$ cat config.mk
export PLATFORM = sky130hd
export DESIGN_NAME = ctrl_decode_stage
export DESIGN_NICKNAME = d
export VERILOG_FILES = /design/src/rtl/ctrl_decode_stage.sv
export SDC_FILE = /design/constraint.sdc
export NUM_CORES = 1
export LEC_CHECK = 0
export BUFFER_PORTS_ARGS = -buffer_cell sky130_fd_sc_hd__buf_2
export CAP_MARGIN = 25
export CORE_UTILIZATION = 53
export CTS_BUF_LIST = sky130_fd_sc_hd__clkbuf_4 sky130_fd_sc_hd__clkbuf_8 sky130_fd_sc_hd__clkbuf_16
export CTS_CLUSTER_SIZE = 40
export DETAILED_ROUTE_END_ITERATION = 16
export GPL_TIMING_DRIVEN = 1
export PLACE_DENSITY = 0.86
export SLEW_MARGIN = 10
export SYNTH_ARGS = -nofsm -noshare
export SYNTH_HDL_FRONTEND = slang
export SYNTH_SLANG_ARGS = --single-unit
$ cat constraint.sdc
create_clock -name clk -period 8.2 [get_ports clk]
set_input_delay 0.82 -clock clk [delete_from_list [all_inputs] [get_ports clk]]
set_output_delay 0.82 -clock clk [all_outputs]
set_load 0.03 [all_outputs]
$ cat src/rtl/ctrl_decode_stage.sv
// RV32 decode/control stage: registered decode with load-use
// interlock, valid/ready backpressure, flush and optional M decode.
module ctrl_decode_stage #(
  parameter int XLEN     = 32,
  parameter int HAS_MEXT = 1,
  parameter int ALUOP_W  = 5,
  parameter int CNT_W    = 16
) (
  input  logic               clk,
  input  logic               rst,
  input  logic               in_valid,
  output logic               in_ready,
  input  logic [31:0]        in_instr,
  input  logic [XLEN-1:0]    in_pc,
  input  logic               flush,
  output logic               out_valid,
  input  logic               out_ready,
  output logic [XLEN-1:0]    out_pc,
  output logic [4:0]         out_rs1,
  output logic [4:0]         out_rs2,
  output logic [4:0]         out_rd,
  output logic [XLEN-1:0]    out_imm,
  output logic [ALUOP_W-1:0] out_aluop,
  output logic [13:0]        out_ctrl,
  output logic               out_illegal,
  output logic [CNT_W-1:0]   stall_cnt
);

  localparam logic [6:0] OPC_OP     = 7'b0110011;
  localparam logic [6:0] OPC_OPIMM  = 7'b0010011;
  localparam logic [6:0] OPC_BRANCH = 7'b1100011;
  localparam logic [6:0] OPC_LOAD   = 7'b0000011;
  localparam logic [6:0] OPC_STORE  = 7'b0100011;
  localparam logic [6:0] OPC_JAL    = 7'b1101111;
  localparam logic [6:0] OPC_JALR   = 7'b1100111;
  localparam logic [6:0] OPC_LUI    = 7'b0110111;
  localparam logic [6:0] OPC_AUIPC  = 7'b0010111;

  localparam logic [6:0] F7_BASE = 7'b0000000;
  localparam logic [6:0] F7_ALT  = 7'b0100000;
  localparam logic [6:0] F7_MEXT = 7'b0000001;

  logic [6:0] opc;
  logic [2:0] f3;
  logic [6:0] f7;
  logic [4:0] rs1;
  logic [4:0] rs2;
  logic [4:0] rd;

  assign opc = in_instr[6:0];
  assign f3  = in_instr[14:12];
  assign f7  = in_instr[31:25];
  assign rs1 = in_instr[19:15];
  assign rs2 = in_instr[24:20];
  assign rd  = in_instr[11:7];

  logic [31:0] imm_i;
  logic [31:0] imm_s;
  logic [31:0] imm_b;
  logic [31:0] imm_u;
  logic [31:0] imm_j;

  assign imm_i = {{20{in_instr[31]}}, in_instr[31:20]};
  assign imm_s = {{20{in_instr[31]}}, in_instr[31:25],
                  in_instr[11:7]};
  assign imm_b = {{19{in_instr[31]}}, in_instr[31],
                  in_instr[7], in_instr[30:25],
                  in_instr[11:8], 1'b0};
  assign imm_u = {in_instr[31:12], 12'b0};
  assign imm_j = {{11{in_instr[31]}}, in_instr[31],
                  in_instr[19:12], in_instr[20],
                  in_instr[30:21], 1'b0};

  function automatic logic [4:0] alu_base(
    input logic [2:0] fn
  );
    logic [4:0] op;
    op = 5'd0;
    case (fn)
      3'b000:  op = 5'b00000;
      3'b001:  op = 5'b00101;
      3'b010:  op = 5'b01000;
      3'b011:  op = 5'b01001;
      3'b100:  op = 5'b00010;
      3'b101:  op = 5'b00110;
      3'b110:  op = 5'b00011;
      default: op = 5'b00100;
    endcase
    return op;
  endfunction

  logic [13:0] ctrl_raw;
  logic [13:0] dec_ctrl;
  logic [4:0]  op_raw;
  logic [4:0]  dec_op;
  logic [31:0] imm32;
  logic        dec_ill;

  always_comb begin
    ctrl_raw = '0;
    op_raw   = '0;
    imm32    = '0;
    dec_ill  = 1'b0;
    unique case (1'b1)
      (opc == OPC_OP): begin
        ctrl_raw[11]  = 1'b1;
        ctrl_raw[12]  = 1'b1;
        ctrl_raw[4]   = 1'b1;
        ctrl_raw[6:5] = 2'b10;
        if (f7 == F7_MEXT) begin
          if (HAS_MEXT != 0) begin
            op_raw       = {2'b10, f3};
            ctrl_raw[13] = 1'b1;
          end else begin
            dec_ill = 1'b1;
          end
        end else if (f7 == F7_BASE) begin
          op_raw = alu_base(f3);
        end else if (f7 == F7_ALT && f3 == 3'b000) begin
          op_raw = 5'b00001;
        end else if (f7 == F7_ALT && f3 == 3'b101) begin
          op_raw = 5'b00111;
        end else begin
          dec_ill = 1'b1;
        end
      end
      (opc == OPC_OPIMM): begin
        ctrl_raw[0]   = 1'b1;
        ctrl_raw[11]  = 1'b1;
        ctrl_raw[4]   = 1'b1;
        ctrl_raw[6:5] = 2'b10;
        imm32         = imm_i;
        op_raw        = alu_base(f3);
        // Only shifts carry a funct7; other immediates use those bits
        if (f3 == 3'b001 || f3 == 3'b101) begin
          if (f7 == F7_ALT && f3 == 3'b101) begin
            op_raw = 5'b00111;
          end else if (f7 != F7_BASE && f7 != F7_ALT) begin
            dec_ill = 1'b1;
          end
        end
      end
      (opc == OPC_BRANCH): begin
        ctrl_raw[11] = 1'b1;
        ctrl_raw[12] = 1'b1;
        ctrl_raw[1]  = 1'b1;
        imm32        = imm_b;
        op_raw       = (f3[2:1] == 2'b11) ? 5'b01001
                                          : 5'b01000;
        if (f3[2:1] == 2'b01) begin
          dec_ill = 1'b1;
        end
      end
      (opc == OPC_LOAD): begin
        ctrl_raw[11]  = 1'b1;
        ctrl_raw[4]   = 1'b1;
        ctrl_raw[0]   = 1'b1;
        ctrl_raw[2]   = 1'b1;
        ctrl_raw[6:5] = 2'b01;
        imm32         = imm_i;
      end
      (opc == OPC_STORE): begin
        ctrl_raw[11] = 1'b1;
        ctrl_raw[12] = 1'b1;
        ctrl_raw[0]  = 1'b1;
        ctrl_raw[3]  = 1'b1;
        imm32        = imm_s;
      end
      (opc == OPC_JAL): begin
        ctrl_raw[9] = 1'b1;
        ctrl_raw[4] = 1'b1;
        ctrl_raw[0] = 1'b1;
        imm32       = imm_j;
      end
      (opc == OPC_JALR): begin
        ctrl_raw[11] = 1'b1;
        ctrl_raw[9]  = 1'b1;
        ctrl_raw[4]  = 1'b1;
        ctrl_raw[0]  = 1'b1;
        ctrl_raw[7]  = 1'b1;
        imm32        = imm_i;
      end
      (opc == OPC_LUI): begin
        ctrl_raw[10]  = 1'b1;
        ctrl_raw[4]   = 1'b1;
        ctrl_raw[0]   = 1'b1;
        ctrl_raw[6:5] = 2'b10;
        imm32         = imm_u;
      end
      (opc == OPC_AUIPC): begin
        ctrl_raw[8] = 1'b1;
        ctrl_raw[4] = 1'b1;
        ctrl_raw[0] = 1'b1;
        imm32       = imm_u;
      end
      default: begin
        dec_ill = 1'b1;
      end
    endcase
  end

  always_comb begin
    dec_ctrl = ctrl_raw;
    dec_op   = op_raw;
    if (dec_ill) begin
      dec_ctrl = '0;
      dec_op   = '0;
    end
    if (rd == 5'd0) begin
      dec_ctrl[4] = 1'b0;
    end
  end

  logic hazard;
  logic fire_in;
  logic fire_out;

  // Load in the output register feeding a source of the offered instr
  assign hazard = out_valid & out_ctrl[2] & (out_rd != 5'd0) &
                  ((dec_ctrl[11] & (rs1 == out_rd)) |
                   (dec_ctrl[12] & (rs2 == out_rd)));

  assign in_ready = (!out_valid | out_ready) & !hazard &
                    !flush & !rst;
  assign fire_in  = in_valid & in_ready;
  assign fire_out = out_valid & out_ready;

  always_ff @(posedge clk) begin
    if (rst) begin
      out_valid   <= 1'b0;
      out_pc      <= '0;
      out_rs1     <= '0;
      out_rs2     <= '0;
      out_rd      <= '0;
      out_imm     <= '0;
      out_aluop   <= '0;
      out_ctrl    <= '0;
      out_illegal <= 1'b0;
    end else if (flush) begin
      out_valid <= 1'b0;
    end else if (fire_in) begin
      out_valid   <= 1'b1;
      out_pc      <= in_pc;
      out_rs1     <= rs1;
      out_rs2     <= rs2;
      out_rd      <= rd;
      out_imm     <= XLEN'($signed(imm32));
      out_aluop   <= ALUOP_W'(dec_op);
      out_ctrl    <= dec_ctrl;
      out_illegal <= dec_ill;
    end else if (fire_out) begin
      out_valid <= 1'b0;
    end
  end

  always_ff @(posedge clk) begin
    if (rst) begin
      stall_cnt <= '0;
    end else if (in_valid && hazard && !flush &&
                 stall_cnt != '1) begin
      stall_cnt <= stall_cnt + CNT_W'(1);
    end
  end

endmodule

==> metrics.txt <==
Max-cap violations 0; setup tns final 0 ps; fin crit period a little under 4000 ps; ys async rst share 0%; pin count of the biggest net entering global routing between 90 and 100; crit path DAT 3110 ps; Req. time, crit path 7380 ps; CP Launch Type primary input; slew at the pin closest to its max-slew limit slightly below 1000 ps; share of post-route cells with drive strength above 1 28.2%; CTS buffer count 17; main combinational cell family by area after synthesis simple AND/OR/NAND/NOR gates; final net count 876; PortBufs ~190; die height a little under 100 um; Max VDD drop 126 uV; mux share of post-synthesis cell area less than 1%; Synth Instances 647; clk_skew 7.76 ps; vias post-DR 5299; Reg clk slew, reported paths ~60 ps; HP Class reg -> reg; drt wl/cell 15.9 um; Main synth FF type dfxtp_1; register area 0.00228 sq mm; number of enable flip-flop cells after synthesis 0; Tcrit/Tclk final 47.9%; Yosys cell types 56; Compound-Gate Fraction of Synth Area 17.4%; Hold WS about 450 ps; antenna violations before repair 0; GP Congestion 0.851; drt via density 5.70; num rows 35; area of the multi-input gates 0.00251 sq mm; final WL 14800 um; vias in the first global route 4824; RSZ-0062 raised after global routing false; Seq cells post-synth ~110; Peak Freq roughly 0.25 GHz; Critical Path Sink Type output pin; PostCTS Resize Cnt 0; post-synthesis simple-gate area fraction 27.9%; Min-Delay Startpoint out_pc[21]; Core Box Area 0.00920 sq mm; Final Max Tran Viols 0; H-tree depth 4; Crit Reg-Reg Startpoint out_rd[0]; DP Worst Slack 4300 ps; post-synthesis xor/xnor area fraction ~3.0%; Syn Std Cell Area 0.00503 sq mm; Hold Buf Count CTS 0; critical path class in -> out; clk buf depth 2; number of nets with antenna violations after routing 0; PnR worst setup slack 4270 ps; Mean Syn Cell Area a little under 8 sq um; LEAKAGE ~2.9 nW; fin util 71.5%; Die W 99.4 um; initial core utilization around 55%; total grt overflow 0; dpl hpwl 10200 um; initial DRC count between 300 and 400; first-pass GRT wire length 23200 um; die area 0.00989 sq mm; area delta synth->final 30.7%; placed cells 898; post-synthesis adder-cell area fraction 0.448%; Post-Layout Inst Area 0.00658 sq mm; 1st-pass router iterations 5; overall routing resource usage 29.7%; Hold Fails Final Rpt 0; Seq/Total Area, Yosys about 45%; synth warn 0; Mapped Nets ~720; Filler cells ~740; Sink Count 114; Root Driver clkbuf_8; clk_lat worst skew 520 ps; Finish-stage setup viols 0; Power Dens Cells 233 mW/mm^2; Critical path origin in_instr[31]; Pwr Total 1.53 mW; Ports 186; Remaining DRCs 0; CTS tree yes; instance area after placement 0.00595 sq mm; crit path max fanout 14; setup bufs post-CTS 0; outcome completed; Inserted Diodes 0; non-filler cells in the finished layout between 900 and 1000; slew margin rel. 35.5%
[logic make-up after synthesis]
group / after synthesis
xor gates and xnor gates: 17
adders and majority gates: 2
and+or+nand+nor: 306
DFF: 114
muxes: 4
AOI/OAI and AO/OA: 144
buffers and inverters: 60
[state kept, by name, summed over array words and instances (netlist names)]
signal,count
out_aluop,5
out_ctrl,12
out_illegal,1
out_imm,32
out_pc,32
out_rd,5
out_rs1,5
out_rs2,5
out_valid,1
stall_cnt,16
[cell type report]
class	instances	area share [%]
Inverter	10	0.571
Timing Repair Buffer	190	15.0
Clock buffer	18	6.41
Sequential cell	114	34.7
Tap cell	111	2.11
Multi-Input combinational cell	473	38.1
Clock inverter	14	3.06
[where the power goes]
| part | switching, mW | internal, mW |
|---|---|---|
| logic | 0.115 | 0.0516 |
| registers | 0.0107 | 0.573 |
| clock network | 0.277 | 0.502 |
[per-layer routing]
metal,global-route usage [%],up-vias,wire [um]
met5,0,-,0
met4,12.3,0,383
met3,6.25,39,994
met2,50.3,209,7180
met1,36.7,2479,6210
li1,-,2572,-
[cell usage after synthesis, types with 3 or more instances]
master / number / share of area, %
a211oi_1: 21 / 3.1
a21oi_1: 78 / 7.8
a221oi_1: 6 / 1.0
and2_1: 3 / 0.37
and3_1: 4 / 0.50
buf_2: 13 / 1.3
buf_4: 3 / 0.45
clkbuf_1: 33 / 2.5
dfxtp_1: 114 / 45
inv_1: 10 / 0.75
mux2_2: 3 / 0.67
nand2_1: 137 / 10
nand2b_1: 4 / 0.50
nand3_1: 26 / 2.6
nand4_1: 8 / 0.99
nor2_1: 51 / 3.8
nor2b_1: 8 / 0.99
nor3_1: 35 / 3.5
nor4_1: 7 / 0.87
o211ai_1: 5 / 0.75
o21ai_0: 10 / 0.99
or3_1: 7 / 0.87
xnor2_1: 15 / 2.6
[path summary, 6_finish.rpt]
check,endpoint,slack [ps],cells past startpoint
max,in_ready,4270,8
min,out_pc[21],450,2
max reg2reg,out_ctrl[4],5370,7
min reg2reg,out_pc[21],450,2
[worst max-delay path: stages]
cell and delay (ps):
buf_2 140, or4_1 540, or3_4 360, nor3b_1 160, or3_4 490, nor2_1 310
nor4_1 70, buf_2 200
[cell usage in the layout, fill, tap and decap left out, types with 3 or more instances in the layout]
| cell | instances |
|---|---|
| xnor2_1 | 15 |
| inv_1 | 10 |
| nand3_1 | 26 |
| inv_6 | 6 |
| nor3_1 | 35 |
| a221oi_1 | 6 |
| nand2b_1 | 4 |
| a211oi_1 | 21 |
| nor4_1 | 7 |
| nor2b_1 | 8 |
| o21ai_0 | 10 |
| clkbuf_16 | 16 |
| nand2_1 | 137 |
| a21oi_1 | 78 |
| buf_4 | 3 |
| and3_1 | 4 |
| buf_2 | 185 |
| bufinv_16 | 4 |
| nor2_1 | 51 |
| dfxtp_1 | 114 |
| and2_1 | 3 |
| mux2_2 | 3 |
| nand4_1 | 8 |
| or3_1 | 7 |
| o211ai_1 | 5 |
(Power assumes the default switching activity.)
